File: src/rtl/cic_pkg.sv
// Shared CIC definitions: phase counter width and the register-growth rule.
// Used by both the interpolator and the decimator.
package cic_pkg;

    localparam int unsigned CNT_WIDTH = 16;

    // ceil(log2(factor^(sections-1))): bits of growth from the DC gain.
    function automatic int unsigned gain_bits(input int unsigned factor,
                                              input int unsigned sections);
        longint unsigned p;
        int unsigned     b;
        p = 64'd1;
        b = 0;
        for (int unsigned i = 1; i < sections; i++) begin
            p = p * 64'(factor);
        end
        while ((64'd1 << b) < p) begin
            b++;
        end
        return b;
    endfunction

    function automatic bit width_ok(input int unsigned in_w,
                                    input int unsigned out_w,
                                    input int unsigned factor,
                                    input int unsigned sections);
        return out_w >= in_w + gain_bits(factor, sections);
    endfunction

endpackage

File: src/rtl/cic_comb_stage.sv
// One low-rate comb section: dout = din - din(previous load).
module cic_comb_stage #(
    parameter int unsigned WIDTH = 24
) (
    input  logic             clk,
    input  logic             reset,
    input  logic             load,
    input  logic [WIDTH-1:0] din,
    output logic [WIDTH-1:0] dout
);

    logic [WIDTH-1:0] d_q;

    always_ff @(posedge clk or posedge reset) begin
        if (reset) begin
            d_q <= '0;
        end else if (load) begin
            d_q <= din;
        end
    end

    assign dout = din - d_q;

endmodule

File: src/rtl/cic_up.sv
// CIC interpolator: low-rate comb chain, zero-stuffing by FACTOR, high-rate
// integrator chain. All arithmetic wraps modulo 2^OUTPUT_WIDTH by design.
module cic_up
    import cic_pkg::*;
#(
    parameter int unsigned SECTIONS     = 3,
    parameter int unsigned FACTOR       = 5,
    parameter int unsigned INPUT_WIDTH  = 18,
    parameter int unsigned OUTPUT_WIDTH = 24
) (
    input  logic                    clk,
    input  logic                    reset,
    input  logic                    clk_enable,
    input  logic [INPUT_WIDTH-1:0]  filter_in,
    output logic                    ce_in,
    output logic [OUTPUT_WIDTH-1:0] filter_out,
    output logic                    ce_out
);

    if (!width_ok(INPUT_WIDTH, OUTPUT_WIDTH, FACTOR, SECTIONS)) begin : g_width_check
        $error("cic_up: OUTPUT_WIDTH too small for FACTOR^(SECTIONS-1) growth");
    end

    logic [CNT_WIDTH-1:0]    cur_count_q;
    logic [CNT_WIDTH-1:0]    cur_count_d;
    logic [INPUT_WIDTH-1:0]  in_q;
    logic [OUTPUT_WIDTH-1:0] comb_w [SECTIONS+1];
    logic [OUTPUT_WIDTH-1:0] u_c;
    logic [OUTPUT_WIDTH-1:0] acc_q  [SECTIONS];
    logic [OUTPUT_WIDTH-1:0] acc_d  [SECTIONS];
    logic [OUTPUT_WIDTH-1:0] out_q;
    logic                    ce_out_q;

    assign ce_in = clk_enable && (cur_count_q == '0);

    assign comb_w[0] = OUTPUT_WIDTH'($signed(in_q));

    for (genvar k = 0; k < SECTIONS; k++) begin : g_comb
        cic_comb_stage #(
            .WIDTH(OUTPUT_WIDTH)
        ) u_comb (
            .clk  (clk),
            .reset(reset),
            .load (ce_in),
            .din  (comb_w[k]),
            .dout (comb_w[k+1])
        );
    end

    // Phase 1 is held while clk_enable is low, so the injection is never lost.
    assign u_c = (cur_count_q == CNT_WIDTH'(1)) ? comb_w[SECTIONS] : '0;

    always_comb begin
        cur_count_d = (cur_count_q == CNT_WIDTH'(FACTOR - 1)) ? '0
                                                             : cur_count_q + CNT_WIDTH'(1);
        acc_d[0] = acc_q[0] + u_c;
        for (int k = 1; k < SECTIONS; k++) begin
            acc_d[k] = acc_q[k] + acc_q[k-1];
        end
    end

    always_ff @(posedge clk or posedge reset) begin
        if (reset) begin
            cur_count_q <= '0;
            in_q        <= '0;
            out_q       <= '0;
            ce_out_q    <= 1'b0;
            for (int k = 0; k < SECTIONS; k++) begin
                acc_q[k] <= '0;
            end
        end else begin
            ce_out_q <= clk_enable;
            if (clk_enable) begin
                cur_count_q <= cur_count_d;
                if (ce_in) begin
                    in_q <= filter_in;
                end
                for (int k = 0; k < SECTIONS; k++) begin
                    acc_q[k] <= acc_d[k];
                end
                out_q <= acc_q[SECTIONS-1];
            end
        end
    end

    assign filter_out = out_q;
    assign ce_out     = ce_out_q;

endmodule

File: config.mk
export PLATFORM = sky130hd
export DESIGN_NAME = cic_up
export DESIGN_NICKNAME = d
export VERILOG_FILES = /design/src/rtl/cic_pkg.sv /design/src/rtl/cic_comb_stage.sv /design/src/rtl/cic_up.sv
export SDC_FILE = /design/constraint.sdc
export NUM_CORES = 1
export LEC_CHECK = 0
export CAP_MARGIN = 5
export CORE_UTILIZATION = 60
export DETAILED_ROUTE_END_ITERATION = 8
export DONT_BUFFER_PORTS = 1
export GPL_TIMING_DRIVEN = 0
export MAX_ROUTING_LAYER = met4
export PLACE_DENSITY = 0.76
export SYNTH_ARGS = -nofsm -noshare
export SYNTH_HDL_FRONTEND = slang
export SYNTH_HIERARCHICAL = 1
export SYNTH_SLANG_ARGS = --single-unit
File: constraint.sdc
create_clock -name clk -period 15.96 [get_ports clk]
set_clock_uncertainty 0.15 [all_clocks]
set_input_delay 2.394 -clock clk [delete_from_list [all_inputs] [get_ports clk]]
set_output_delay 2.394 -clock clk [all_outputs]
set_load 0.01 [all_outputs]
* Word level (Yosys, flattened, before mapping) *
Cells that the tools add are included.

word-level totals
  bits in registers = 197
  latch bits = 0
  RAM bits = 0
  bits in read-only memories = 0
  bits of input ports = 21
  output and inout bits = 26
  logic and storage cells = 24
  memories = 0

cells by class
  $add $sub $neg = 7
  $mul = 0
  div/mod/pow operators = 0
  $lt $le $gt $ge = 0
  equal/unequal tests = 2
  shifts and indexed selects = 0
  multiplexer cells = 2
  bitwise operators = 0
  reduce and logical (&&, ||, !) cells = 3

operators with widths
  operator                                        number
  adder 24 bit                                    3
  subtractor 24 bit                               2
  two-way mux 24 bit                              1
  subtractor 18 x 18 -> 19 bit                    1
  adder 16 x 1 -> 16 bit, second input constant   1
  == test 16 x 1 -> 1 bit, second input constant  1
  == test 16 x 3 -> 1 bit, second input constant  1
  zero test 16 bit                                1
  two-way mux 16 bit                              1
  AND reduction 2 bit                             1
  logical AND 1 bit                               1

* Depth between registers and ports, before layout *
  depth after elaboration = 5
  mapped depth = 34
  gate-level depth less buffers = 32

* Modules after synthesis *
The synthesis kept the hierarchy.

by module, submodules not included
  module                                 instances  cells each  area an instance (µm²)  seq. area each (µm²)
  cic_up                                 1          882         8723.4                  3278.1
  cic_comb_stage (g_comb[1].u_comb ...)  2          280         2270.9                  600.6
  cic_comb_stage (g_comb[0].u_comb)      1          275         2213.4                  600.6

* Worst setup path before layout *
OpenSTA, ideal clock, no wires.

  path kind = register to register
  start point = register in_q[4]
  end point = register acc_q[71] (netlist bit)
  library setup time = 79 ps
  arrival time = 6215 ps
  data required time = 15731 ps
  setup slack = 9516 ps
  cell stages (with the launch flop) = 33
  path buffers = 2
  period minus slack after synthesis = 6444 ps
  path through = dfrtp_1 -> ha_1 -> a21o_1 -> a31o_2 -> or2_2 -> a21o_1 -> a21oi_1 -> xnor2_1 -> ha_1 -> nand2_1 -> or3_1 -> a21oi_2 -> o31a_1 -> nor2_1 -> xnor2_1 -> ha_1 -> buf_2 -> a21o_1 -> a21o_1 -> a21oi_1 -> o21ai_0 -> a21oi_1 -> xnor2_1 -> and2_1 -> ha_1 -> clkbuf_1 -> a21oi_1 -> o21ai_0 -> a21oi_1 -> o21ai_0 -> or4_1 -> o211ai_1 -> xor2_1

RTL lines
  what                             line          text
  from (decl)                      cic_up.sv:26  logic [INPUT_WIDTH-1:0] in_q;
  from (signal assigned)           cic_up.sv:76  in_q <= filter_in;
  to (signal, indexed assignment)  cic_up.sv:79  acc_q[k] <= acc_d[k];
  to (decl)                        cic_up.sv:29  logic [OUTPUT_WIDTH-1:0] acc_q [SECTIONS];

==> results.cfg <==
[final_layout]
seqCellArea_mm2 = 0.005080
nFillCells = 2041
drive_gt1_frac = 0.1144
final_core_utilization = 0.6615
multi_input_area_mm2 = 0.009708
synthToLayoutAreaGrowth_pct = 7.930
nNetsFinal = 1912

[sta]
finalCritPeriodShare = 0.4544
slew_headroom = 0.2694
clock.fmax_mhz = 137.9
finalSetupViolations = 0
fin_ws_ns = 8.708
tns_ns = 0
rsz0062_at_grt = false
slew_violations = 0
layout_min_cycle_time_ns = 7.252
finalHoldViolations = 0
tightest_slew_ns = 1.090

[clocking]
clk_pin_slew_ns = 0.06
hold_buffers = 0
cts_buffer_depth = 3
cts_resized = 0
numCtsBuffers = 24
cts_tree = built
clkLatencyLatePin_ns = 0.52
root_buffer = clkbuf_16
cts_setup_buffers = 0
cts_num_sinks = 203
cts_max_level = 1

[critical_path]
required_ns = 16.26
arrival_ns = 7.55
crit_path_start_kind = register
timing.critical_path.mode_cell = a21oi_1
end_kind = register
path_class = reg2reg
max_stage_delay_ns = 0.41
crit_slowest_cell = or4_1
crit_fanout = 10

[synthesis]
synth_top_flop_cell = dfrtp_1
syn_area_mm2 = 0.01548
synth_nets = 1885
syn_area_per_cell_um2 = 9.015
synthDistinctLibCells = 88
ys_ff_latch = 203
seq_area_frac_synth = 0.3282
synthArstFlopShare = 1.000
syn_inst = 1717
yosysWarningCount = 6
synth-edff-count = 0

[power]
p_sw_frac = 0.4642
peakVddDrop_uv = 128.1
p_sw_mw = 1.763
p_leak_nw = 8.038
seqPwrFrac = 0.232
clkPwrFrac = 0.143
power_density_mw_per_mm2 = 227.3
p_int_mw = 2.035
combPwrFrac = 0.625

[place]
dp_hpwl_um = 27910
portBuffers = 0
finalWeightedCongestion = 0.9712
dp_slack_ns = 8.750

[detailed_routing]
drt-initial-drc-count = 704
wirelength_um = 35890
drt_first_pass_iters = 6
via_count = 12760
vias_per_cell = 6.106
avgRoutedWirePerCell_um = 17.18
final_antenna_net_count = 0
drc_errors = 0

[die]
num_io_pins = 47
fp.dieW_um = 162.6
fp.coreArea_mm2 = 0.02525
start_util = 0.6129
floorplan.rows = 58
fp.dieH_um = 162.6
dieArea_mm2 = 0.02644

[status]
outcome = completed

[hold_path]
worstHoldPathType = reg2reg

[job]
maxCapViolations = 0

[global_route]
antenna_found_initial = 1
grt_pass1_wl_um = 60060
grt_usage = 0.2850
grt_overflow = 0
grt_max_degree = 72
grt_pass1_vias = 12740
-- kinds of logic (layout without fill, tap and decap cells) --
| kind of cell | Yosys count | count (layout) | share of synthesized area |
|---|---|---|---|
| buf+inv | 176 | 216 | 0.04462 |
| fa+ha+maj | 147 | 147 | 0.1217 |
| other cells | 0 | 2 | 0 |
| compound gates | 497 | 497 | 0.2159 |
| xor+xnor | 124 | 124 | 0.07016 |
| flops | 203 | 203 | 0.3282 |
| mux | 95 | 95 | 0.06895 |
| simple gates | 475 | 475 | 0.1504 |
-- cell usage in the layout, fill, tap and decap left out, types with 7 or more instances in the layout --
master / n
a21o_1: 51
clkbuf_8: 7
nor2b_1: 17
o21bai_1: 18
and2_1: 30
o21a_1: 19
ha_1: 141
nor3_1: 25
nand2b_1: 9
nand3_1: 40
and3_1: 12
buf_2: 12
mux2_2: 93
clkbuf_16: 25
dfrtp_1: 203
nand3b_1: 7
nand4_1: 22
nand2_1: 195
or3_1: 9
a31oi_1: 7
inv_1: 114
xnor2_1: 76
xor2_1: 48
nor2_1: 72
clkbuf_1: 46
a211oi_1: 11
o311ai_0: 8
o2111ai_1: 9
a21oi_1: 130
o21ai_0: 116
o211ai_1: 17
-- area by class of cell --
| type | instances | share of cell area |
|---|---|---|
| Multi-Input combinational cell | 1338 | 0.5811 |
| Antenna cell | 2 | 0.0002996 |
| Timing Repair Buffer | 1 | 0.001648 |
| Sequential cell | 203 | 0.3041 |
| Clock buffer | 36 | 0.04411 |
| Inverter | 115 | 0.02614 |
| Buffer | 61 | 0.01550 |
| Clock inverter | 3 | 0.002397 |
| Tap cell | 330 | 0.02472 |
-- power by group through the flow --
stage	Sequential (mW)	Combinational, mW	Clock (mW)
after global routing	0.913	2.65	0.573
after CTS	0.884	2.36	0.550
after detailed placement	0.892	2.33	0
after global placement	0.881	2.27	0
final	0.883	2.37	0.542
after floorplan	0.845	1.90	0
-- cell usage after synthesis (11+ instances only) --
library cell | count | area share
nor2b_1 | 17 | 0.0069
mux2_2 | 93 | 0.068
o21bai_1 | 18 | 0.0087
buf_2 | 12 | 0.0039
xor2_1 | 48 | 0.027
clkbuf_1 | 42 | 0.010
o211ai_1 | 17 | 0.0082
and2_1 | 30 | 0.012
a211oi_1 | 11 | 0.0053
and3_1 | 12 | 0.0048
nand3_1 | 40 | 0.013
ha_1 | 141 | 0.11
dfrtp_1 | 203 | 0.33
o21a_1 | 19 | 0.0092
inv_1 | 115 | 0.028
xnor2_1 | 76 | 0.043
nand2_1 | 195 | 0.047
nand4_1 | 22 | 0.0089
o21ai_0 | 116 | 0.038
a21o_1 | 51 | 0.025
nor3_1 | 25 | 0.0081
a21oi_1 | 130 | 0.042
nor2_1 | 72 | 0.017
-- critical path: cells and delay by family, from the launching register on --
| family | cells | cell delay [ns] |
|---|---|---|
| compound gates | 16 | 2.96 |
| simple gates | 6 | 1.43 |
| fa+ha+maj | 4 | 1.22 |
| xor+xnor | 4 | 0.61 |
| flops | 1 | 0.40 |
| buf+inv | 2 | 0.39 |
-- through the flow --
stage	instance area, µm²	power [mW]	std cells	hold WS, ns
6_report	16710	3.798	2089	0.3231
5_1_grt	16710	4.135	2089	0.3417
4_1_cts	16700	3.798	2087	0.3246
3_5_place_dp	15920	3.222	2048	0.3158
3_3_place_gp	15890	3.153	2047	0.3167
2_1_floorplan	15480	2.748	1717	0.2964
-- state kept, by name (all words and copies together) (netlist names) --
signal	flops
acc_q	72
g_comb.u_comb/d_q	72
ce_out	1
filter_out	24
cur_count_q	16
in_q	18
-- routing by layer --
layer / GRT usage / share of wire / up-vias
li1: - / - / 6252
met1: 0.3175 / 0.42 / 6112
met2: 0.5144 / 0.51 / 292
met3: 0.02979 / 0.032 / 100
met4: 0.1245 / 0.042 / 0
met5: - / 0 / -
-- path summary, 6_finish.rpt --
kind / from / end / slack, ns / cells after the start
min reg2reg: cur_count_q[15] / cur_count_q[15] / 0.32 / 1
min in group asynchronous: reset / in_q[5] / 1.64 / 1
min: cur_count_q[15] / cur_count_q[15] / 0.32 / 1
max reg2reg: in_q[4] / acc_q[71] / 8.71 / 32
max in group asynchronous: reset / g_comb[2].u_comb/d_q[17] / 13.16 / 1
max: in_q[4] / acc_q[71] / 8.71 / 32
No activity file was read; power rests on OpenSTA's default activity.
